$ cat src/rtl/dmem_arbiter.sv
// ---------------------------------------------------------------------------
// dmem_arbiter
//
// Arbiter and sequencer for the single-port data memory in the MEM stage.
// Two requesters share the port:
//   P - pipeline MEM stage (fixed priority)
//   D - debug unit (memory dump / preload over UART), protected against
//       starvation by a denial counter that forces a D grant once it
//       reaches MAX_WAIT.
// One transaction is in flight at a time. Writes complete in the grant
// cycle. Reads occupy the port for RD_LAT wait cycles and one response
// cycle.
//
// Ports:
//   clk, reset             clock (rising edge), async active-low reset
//   p_req/p_we/p_addr/p_wdata   pipeline request (held until served)
//   p_stall                pipeline freeze
//   p_rdata/p_rvalid       pipeline read data + one-cycle valid pulse
//   d_req/d_we/d_addr/d_wdata   debug request (held until served)
//   d_gnt                  debug request accepted this cycle
//   d_rdata/d_rvalid       debug read data + one-cycle valid pulse
//   mem_addr/mem_wdata/mem_we   to memory port A (mem_we bits all equal)
//   mem_rdata              from memory port A
//   busy                   a read is in progress (state != IDLE)
// ---------------------------------------------------------------------------
module dmem_arbiter #(
  parameter int B        = 32,
  parameter int RD_LAT   = 1,
  parameter int MAX_WAIT = 4
) (
  input  logic         clk,
  input  logic         reset,
  input  logic         p_req,
  input  logic         p_we,
  input  logic [B-1:0] p_addr,
  input  logic [B-1:0] p_wdata,
  output logic         p_stall,
  output logic [B-1:0] p_rdata,
  output logic         p_rvalid,
  input  logic         d_req,
  input  logic         d_we,
  input  logic [B-1:0] d_addr,
  input  logic [B-1:0] d_wdata,
  output logic         d_gnt,
  output logic [B-1:0] d_rdata,
  output logic         d_rvalid,
  output logic [B-1:0] mem_addr,
  output logic [B-1:0] mem_wdata,
  output logic [3:0]   mem_we,
  input  logic [B-1:0] mem_rdata,
  output logic         busy
);

  localparam int SW = $clog2(MAX_WAIT + 1);
  localparam int LW = (RD_LAT > 1) ? $clog2(RD_LAT) : 1;
  localparam logic [SW-1:0] STARVE_MAX = SW'(MAX_WAIT);
  localparam logic [LW-1:0] LAT_LOAD   = LW'(RD_LAT - 1);

  typedef enum logic [1:0] {
    IDLE    = 2'd0,
    RD_WAIT = 2'd1,
    RESP    = 2'd2
  } state_t;

  state_t        state_q, state_d;
  logic [SW-1:0] starve_q, starve_d;
  logic [LW-1:0] lat_q, lat_d;
  logic          owner_q, owner_d;   // 1 = D owns the current read
  logic [B-1:0]  addr_q, addr_d;
  logic [B-1:0]  p_rdata_q, p_rdata_d;
  logic [B-1:0]  d_rdata_q, d_rdata_d;

  logic          p_win;
  logic          d_win;
  logic          in_resp;
  logic [B-1:0]  mem_addr_c;
  logic [B-1:0]  mem_wdata_c;
  logic [3:0]    mem_we_c;

  always_ff @(posedge clk or negedge reset) begin
    if (!reset) begin
      state_q   <= IDLE;
      starve_q  <= '0;
      lat_q     <= '0;
      owner_q   <= 1'b0;
      addr_q    <= '0;
      p_rdata_q <= '0;
      d_rdata_q <= '0;
    end else begin
      state_q   <= state_d;
      starve_q  <= starve_d;
      lat_q     <= lat_d;
      owner_q   <= owner_d;
      addr_q    <= addr_d;
      p_rdata_q <= p_rdata_d;
      d_rdata_q <= d_rdata_d;
    end
  end

  // Arbitration is qualified with reset so that nothing is granted (and no
  // write strobe escapes) while the block is held in reset.
  always_comb begin
    state_d     = state_q;
    starve_d    = starve_q;
    lat_d       = lat_q;
    owner_d     = owner_q;
    addr_d      = addr_q;
    p_rdata_d   = p_rdata_q;
    d_rdata_d   = d_rdata_q;
    p_win       = 1'b0;
    d_win       = 1'b0;
    mem_addr_c  = addr_q;
    mem_wdata_c = '0;
    mem_we_c    = 4'b0000;

    case (state_q)
      IDLE: begin
        d_win = reset & d_req & (~p_req | (starve_q == STARVE_MAX));
        p_win = reset & p_req & ~d_win;

        if (p_win) begin
          mem_addr_c  = p_addr;
          mem_wdata_c = p_wdata;
          if (p_we) begin
            mem_we_c = 4'b1111;
          end else begin
            addr_d  = p_addr;
            owner_d = 1'b0;
            lat_d   = LAT_LOAD;
            state_d = RD_WAIT;
          end
        end else if (d_win) begin
          mem_addr_c  = d_addr;
          mem_wdata_c = d_wdata;
          if (d_we) begin
            mem_we_c = 4'b1111;
          end else begin
            addr_d  = d_addr;
            owner_d = 1'b1;
            lat_d   = LAT_LOAD;
            state_d = RD_WAIT;
          end
        end

        // Count only IDLE cycles in which D asked and lost.
        if (d_win) begin
          starve_d = '0;
        end else if (d_req && (starve_q != STARVE_MAX)) begin
          starve_d = starve_q + SW'(1);
        end
      end

      RD_WAIT: begin
        if (lat_q == '0) begin
          if (owner_q) begin
            d_rdata_d = mem_rdata;
          end else begin
            p_rdata_d = mem_rdata;
          end
          state_d = RESP;
        end else begin
          lat_d = lat_q - LW'(1);
        end
      end

      RESP: begin
        state_d = IDLE;
      end

      default: begin
        state_d = IDLE;
      end
    endcase
  end

  assign in_resp  = (state_q == RESP);
  assign p_rvalid = in_resp & ~owner_q;
  assign d_rvalid = in_resp & owner_q;

  // A P read keeps the pipeline frozen until its response cycle; a P write
  // releases it in the grant cycle.
  assign p_stall  = p_req & ~(p_win & p_we) & ~p_rvalid;
  assign d_gnt    = d_win;

  assign mem_addr  = reset ? mem_addr_c  : '0;
  assign mem_wdata = reset ? mem_wdata_c : '0;
  assign mem_we    = mem_we_c;

  assign p_rdata = p_rdata_q;
  assign d_rdata = d_rdata_q;
  assign busy    = (state_q != IDLE);

endmodule

$ cat config.mk
export PLATFORM = sky130hd
export DESIGN_NAME = dmem_arbiter
export DESIGN_NICKNAME = d
export VERILOG_FILES = /design/src/rtl/dmem_arbiter.sv
export SDC_FILE = /design/constraint.sdc
export NUM_CORES = 1
export LEC_CHECK = 0
export ABC_AREA = 1
export BUFFER_PORTS_ARGS = -buffer_cell sky130_fd_sc_hd__buf_2
export CAP_MARGIN = 20
export CORE_MARGIN = 2
export CORE_UTILIZATION = 30
export CTS_BUF_LIST = sky130_fd_sc_hd__clkbuf_16
export DETAILED_ROUTE_END_ITERATION = 6
export GPL_TIMING_DRIVEN = 0
export PLACE_DENSITY = 0.6
export SETUP_SLACK_MARGIN = 0.15
export SLEW_MARGIN = 20
export SYNTH_ARGS = -nofsm -noshare
export SYNTH_HDL_FRONTEND = slang
export SYNTH_SLANG_ARGS = --single-unit
$ cat constraint.sdc
create_clock -name clk -period 1.9 [get_ports clk]
set_input_delay 0.475 -clock clk [delete_from_list [all_inputs] [get_ports clk]]
set_output_delay 0.475 -clock clk [all_outputs]
set_load 0.03 [all_outputs]
==> metrics.md, run 1 <==
| Metric | Value |
|---|---|
| Layout area overhead | 71.9% |
| Post-synthesis simple-gate area fraction | 0.335 |
| Most frequent cells in the layout | 358 x nand2_1, 235 x buf_2, 102 x dfrtp_1 |
| Die Span X | 142 um |
| Clock transition at path regs | 0.08 ns |
| GR Util All Layers | 0.216 |
| Max-slew violation count | 0 |
| Leak Pwr | 5.26 nW |
| Slew margin rel. | 0.654 |
| Remaining global-route overflow | 0 |
| Hold crit path type | in -> async |
| Clock skew | 0.00752 ns |
| Buffers on Ports | 302 |
| I/O pins | 303 |
| Largest family of logic cells by synthesized area | simple AND/OR/NAND/NOR gates |
| Via density | 4.58 |
| Worst setup margin | -0.602 ns |
| Logic pwr share | 0.510 |
| Worst Path Required | 1.42 ns |
| Number of CTS-inserted buffers | 9 |
| Compound-Gate Fraction of Synth Area | 0.116 |
| R2r setup slk | 0.08 ns |
| Max clock buf depth | 2 |
| Critical path type | reg -> out |
| Die Ht | 142 um |
| TNS Setup | -36.45 ns |
| Total number of vias | 6608 |
| Register area share after synthesis | 0.445 |
| PwrDens | 1140 mW/mm^2 |
| RSZ-0062 raised after global routing | true |
| CORE AREA | 0.0188 mm^2 |
| Met3 usage | 0.0616 |
| GPL Wtd Cong | 0.817 |
| Die area | 0.0203 mm^2 |
| Vias in the first global route | 6593 |
| Most common cell after layout, fill and taps aside | nand2_1 |
| Per-cell routed wire length | 15.5 um |
| Nets | 1372 |
| Initial core utilization | 0.306 |
| Gate Count Post-Synth | 849 |
| Skew-Pair Late Insertion Delay | 0.35 ns |
| Ranking of synthesized cells by area | dfrtp_1 44%, nand2_1 28%, o21ai_0 6.7% |
| Crit-path max FO | 10 |
| Overall power | 11.3 mW |
| Fin crit period | 2.50 ns |
| Cell area after layout | 0.00987 mm^2 |
| Sequential power share | 0.319 |
| Layout Utilization | 0.526 |
| H-tree levels | 3 |
| Sw frac | 0.454 |
| Area post-placement | 0.00817 mm^2 |
| Antenna Nets Post-Route | 0 |
| Status | finished, violations left |
| Warnings from Yosys | 0 |
| Drt first pass iters | 4 |
| Detailed Route WL | 22400 um |
| Minimum hold slack | 0.0957 ns |
| Initial antenna violation count | 0 |
| XOR/XNOR share of the synthesized area | 0.00153 |
| 1st-iter DRT viols | 251 |
| ANT cells | 0 |
| Synth area leader | dfrtp_1 |
| CTS root buffer | clkbuf_16 |
| VDD IR max | 0.818 mV |
| Adder-Cell Fraction of Synth Area | 0.00436 |
| Int Power | 6.15 mW |
| Sw Pwr | 5.11 mW |
| Row cnt | 50 |
| Slew @ Worst Pin | 0.519 ns |
| Top cell type's share of synthesized area | 0.445 |
| Failing checks | setup timing |
| First-pass GRT wire length | 34500 um |
| Hold Fails Final Rpt | 0 |
| GR Util met1 | 0.265 |
| Setup Viol. Count Final | 71 |
| Crit share post-route | 1.32 |
| Reg-to-reg startpoint | starve_q[0] |
| Net Count, Synth | 1017 |
| Share of layout cells above drive strength 1 | 0.457 |
| CTS tree | done |
| TritonCTS Sinks | 102 |
| Worst Setup Start Kind | flip-flop |
| Synthesized area per cell | 6.76 um^2 |
| GR Layer Usage met2 | 0.370 |
| Hpwl dp | 15900 um |
| Crit path arrival time | 2.03 ns |
| Synthesized cell area | 0.00574 mm^2 |
| Netlist cell types | 26 |
| Clk pwr share | 0.172 |
| R2r endpoint | addr_q[8] |
| Register bit total from synthesis | 102 |
| Achievable Freq | 400 MHz |
| Drt drc | 0 |
| Largest net degree at the start of global routing | 71 |
| Mux contribution to synthesized area | 0 |
| Most Used Layer, Global Route | met2 |
| R2R cell count | 13 |
| CP Capture Type | output port |
| Maxcap violations | 0 |
cells by family after synthesis:
group,Yosys count
buf+inv,127
compound gates,132
fa+ha+maj,2
simple gates,485
flops,102
xor+xnor,1
sequential cells by signal, indices dropped and copies added (netlist names):
register / count
state_q: 2
addr_q: 32
starve_q: 3
owner_q: 1
p_rdata: 32
d_rdata: 32
what timing repair did:
item | 4_1_cts | 5_1_grt
pin swaps | 10 | 5
endpoints found under the setup margin | 101 | 109
endpoints found under the hold margin | 32 | 32
gates resized for setup | 251 | 50
setup buffers | 26 | 6
gates cloned | 5 | 3
worst max path at each step:
| stage | from | cells past startpoint | slack [ns] | to |
|---|---|---|---|---|
| after global placement | reset | 7 | -3.03 | mem_addr[17] |
| after global routing | starve_q[1] | 11 | -0.68 | mem_addr[10] |
| after CTS | starve_q[1] | 12 | -0.60 | mem_wdata[29] |
| final | starve_q[0] | 11 | -0.60 | mem_addr[13] |
| after detailed placement | reset | 7 | -0.94 | mem_addr[17] |
| after floorplan | starve_q[1] | 8 | -0.09 | mem_we[1] |
per-stage QoR:
| stage | cells | setup WS (ns) |
|---|---|---|
| 2_1_floorplan | 849 | -0.0942 |
| 3_3_place_gp | 1385 | -3.03 |
| 3_5_place_dp | 1386 | -0.942 |
| 4_1_cts | 1433 | -0.600 |
| 5_1_grt | 1443 | -0.683 |
| 6_report | 1443 | -0.602 |
Yosys cell counts, drive strengths merged:
master  count
a21oi      35
a31oi       1
buf        30
clkbuf     23
clkinv      1
dfrtp     102
ha          2
inv        73
nand2     425
nand3      40
nand3b      1
nor2       16
nor3        3
o21ai      96
xor2        1
worst max-delay path: stages (launching register included):
cell     delay, ns
dfrtp_1       0.39
inv_2         0.09
ha_4          0.14
nand2_4       0.06
a21oi_4       0.20
nand2_2       0.09
buf_6         0.15
buf_12        0.15
o21ai_2       0.12
nand2_2       0.07
nand2_4       0.09
buf_6         0.12
per-layer routing:
layer	vias to the layer above	share of wire
li1	3347	-
met1	3008	0.42
met2	226	0.49
met3	27	0.075
met4	0	0.016
met5	-	0
power by group through the flow:
stage / sequential (mW) / clock (mW) / combinational (mW)
floorplan: 4.90 / 0 / 2.08
global placement: 3.59 / 0 / 4.97
detailed placement: 3.60 / 0 / 5.04
CTS: 3.59 / 2.00 / 5.63
global route: 3.70 / 2.10 / 6.22
finish: 3.59 / 1.93 / 5.74
layout make-up:
class | instances | area (um^2)
Multi-Input combinational cell | 620 | 3430
Clock inverter | 7 | 77.6
Fill cell | 1789 | 8900
Buffer | 53 | 512
Tap cell | 234 | 293
Inverter | 74 | 300
Clock buffer | 9 | 225
Sequential cell | 102 | 2550
Timing Repair Buffer | 344 | 2480
Note: power is estimated with default switching activity, not from simulation.
==> run 2, diff against run 1 <==
Settings changed: BUFFER_PORTS_ARGS -buffer_cell sky130_fd_sc_hd__buf_2 to -buffer_cell sky130_fd_sc_hd__clkbuf_2, CAP_MARGIN 20 to default.
==> metrics.md, run 2 (synthesis results as in run 1) <==
| Metric | Value |
|---|---|
| Status | finished, violations left (unchanged) |
| Failing checks | setup timing (unchanged) |
| R2R cell count | 16 (was 13) |
| H-tree levels | 3 (unchanged) |
| Remaining global-route overflow | 0 (unchanged) |
| TritonCTS Sinks | 102 (unchanged) |
| GPL Wtd Cong | 0.809 (was 0.817) |
| Total number of vias | 6779 (was 6608) |
| Overall power | 11.4 mW (was 11.3 mW) |
| CTS root buffer | clkbuf_16 (unchanged) |
| Pre-CTS WS | -1.04 ns (was -0.942 ns) |
| Initial antenna violation count | 0 (unchanged) |
| Achievable Freq | 382 MHz (was 400 MHz) |
| Die Span X | 142 um (unchanged) |
| Hpwl dp | 15900 um (about the same) |
| GR Layer Usage met2 | 0.386 (was 0.370) |
| Drt drc | 0 (unchanged) |
| Sw Pwr | 5.22 mW (was 5.11 mW) |
| Largest net degree at the start of global routing | 44 (was 71) |
| CTS tree | done (unchanged) |
| Slew margin rel. | 0.458 (was 0.654) |
| Die area | 0.0203 mm^2 (unchanged) |
| Vias in the first global route | 6685 (was 6593) |
| GR Util All Layers | 0.223 (was 0.216) |
| Clock transition at path regs | 0.08 ns (about the same) |
| Drt first pass iters | 4 (unchanged) |
| Int Power | 6.14 mW (was 6.15 mW) |
| R2r setup slk | -0.28 ns (was 0.08 ns) |
| Die Ht | 142 um (unchanged) |
| Nets | 1383 (was 1372) |
| Most Used Layer, Global Route | met2 (unchanged) |
| Fill count | 1650 (was 1789) |
| PwrDens | 1090 mW/mm^2 (was 1140 mW/mm^2) |
| Reg-to-reg startpoint | starve_q[0] (unchanged) |
| Buffers on Ports | 302 (unchanged) |
| Number of CTS-inserted buffers | 9 (unchanged) |
| Crit path arrival time | 2.14 ns (was 2.03 ns) |
| Hold crit path type | in -> async (unchanged) |
| Setup Viol. Count Final | 104 (was 71) |
| RSZ-0062 raised after global routing | true (unchanged) |
| Share of layout cells above drive strength 1 | 0.489 (was 0.457) |
| Row cnt | 50 (unchanged) |
| Layout area overhead | 82.2% (was 71.9%) |
| Via density | 4.66 (was 4.58) |
| VDD IR max | 0.830 mV (was 0.818 mV) |
| Per-cell routed wire length | 16.3 um (was 15.5 um) |
| CP Capture Type | output port (unchanged) |
| 1st-iter DRT viols | 274 (was 251) |
| R2r endpoint | addr_q[9] (was addr_q[8]) |
| Clk pwr share | 0.158 (was 0.172) |
| Initial core utilization | 0.306 (unchanged) |
| Skew-Pair Late Insertion Delay | 0.35 ns (about the same) |
| CORE AREA | 0.0188 mm^2 (unchanged) |
| Post-route insts no fill | 1454 (was 1443) |
| Detailed Route WL | 23700 um (was 22400 um) |
| ANT cells | 0 (unchanged) |
| Hold Fails Final Rpt | 0 (unchanged) |
| Most common cell after layout, fill and taps aside | nand2_1 (unchanged) |
| First-pass GRT wire length | 35600 um (was 34500 um) |
| Logic pwr share | 0.523 (was 0.510) |
| Max clock buf depth | 2 (unchanged) |
| Met3 usage | 0.0538 (was 0.0616) |
| CP max stage cell | dfrtp_1 (unchanged) |
| Crit-path cells | inv_2 > ha_4 > nand2_4 > a21oi_4 > buf_4 > buf_6 > buf_6 > buf_12 > nand2_2 > a21oi_4 > buf_8 (was inv_2 > ha_4 > nand2_4 > a21oi_4 > nand2_2 > buf_6 > buf_12 > o21ai_2 > nand2_2 > nand2_4 > buf_6) |
| I/O pins | 303 (unchanged) |
| Fin crit period | 2.62 ns (was 2.50 ns) |
| Crit share post-route | 1.38 (was 1.32) |
| Most frequent cells in the layout | 339 x nand2_1, 238 x clkbuf_2, 101 x dfrtp_1 (was 358 x nand2_1, 235 x buf_2, 102 x dfrtp_1) |
| Sw frac | 0.460 (was 0.454) |
| Worst setup margin | -0.716 ns (was -0.602 ns) |
| Maxcap violations | 0 (unchanged) |
| Worst Path Required | 1.42 ns (about the same) |
| Worst Setup Start Kind | flip-flop (unchanged) |
| Leak Pwr | 5.51 nW (was 5.26 nW) |
| Sequential power share | 0.319 (about the same) |
| Max-slew violation count | 0 (unchanged) |
| Cell count after placement | 1386 (unchanged) |
| GR Util met1 | 0.277 (was 0.265) |
| Crit-path max FO | 10 (unchanged) |
| Clock skew | 0.00811 ns (was 0.00752 ns) |
| Antenna Nets Post-Route | 0 (unchanged) |
| Max incr delay on CP | 0.41 ns (was 0.39 ns) |
| Slew @ Worst Pin | 0.811 ns (was 0.519 ns) |
| Critical path type | reg -> out (unchanged) |
[run 2: cell types whose count changed in the layout (fill, tap and decap cells not counted), moves of 5 or more]
cell and change:
clkbuf_2 +233, nand2_2 +13, clkbuf_8 +23, buf_8 +47
nand3_4 +5, nand3_1 -8, nand2_1 -19, buf_6 -62
buf_2 -228, clkbuf_1 -9, o21ai_2 -5, nand2_4 +6
nor2_4 +5, o21ai_1 +5
[run 2: power groups by stage]
| stage | Combinational [mW] | Sequential (mW) | Clock [mW] |
|---|---|---|---|
| finish | 5.95 | 3.62 | 1.79 |
| global route | 6.40 | 3.73 | 1.94 |
| CTS | 5.66 | 3.61 | 1.86 |
| detailed placement | 5.01 | 3.62 | 0 |
| global placement | 4.96 | 3.62 | 0 |
| floorplan | 2.08 | 4.90 | 0 |
[run 2: worst max path at each step]
stage               cells after the start  slack [ns]            end   startpoint
global placement                        7       -3.30   mem_addr[17]        reset
detailed placement                      7       -1.04   mem_addr[20]        reset
CTS                                    12       -0.63   mem_addr[10]  starve_q[0]
floorplan                               8       -0.09      mem_we[1]  starve_q[1]
global route                           11       -0.78  mem_wdata[19]  starve_q[0]
finish                                 11       -0.72  mem_wdata[19]  starve_q[0]
[run 2: critical path: cells and delay by family (launching register included)]
kind	cells	cell delay (ns)
buffers and inverters	6	0.71
flip-flops	1	0.41
AO/OA/AOI/OAI	2	0.37
adder cells (fa/ha/maj)	1	0.14
AND/OR/NAND/NOR	2	0.14
[run 2: through the flow]
step	cell area (um^2)	util	TNS (ns)	hold WS, ns
3_3_place_gp	8140	0.434	-404.98	0.462
5_1_grt	10500	0.557	-59.47	0.171
2_1_floorplan	6340	-	-2.73	0.179
6_report	10500	0.557	-52.03	0.172
4_1_cts	9860	0.525	-39.03	-0.0224
3_5_place_dp	8180	0.436	-50.30	0.353
[run 2: layer usage]
layer  vias to the layer above  part of all wire
li1                       3365                 -
met1                      3147              0.41
met2                       238              0.50
met3                        29             0.068
met4                         0             0.017
met5                         -                 0
[run 2: cell type report]
class | count | area, um^2 | area share
tap | 234 | 293 | 0.0280
sequential | 102 | 2550 | 0.244
clock inverter | 7 | 52.6 | 0.00502
inverter | 74 | 299 | 0.0286
clock buffer | 9 | 225 | 0.0215
multi-input combinational | 620 | 3600 | 0.344
timing repair buffer | 355 | 2890 | 0.276
buffer | 53 | 546 | 0.0521
[run 2: repair_timing]
item | CTS | global route
hold endpoints to repair | 17 | 17
gates resized for setup | 262 | 167
pin swaps | 18 | 26
gates cloned | 7 | 3
setup endpoints to repair | 98 | 165
setup buffers | 28 | 13
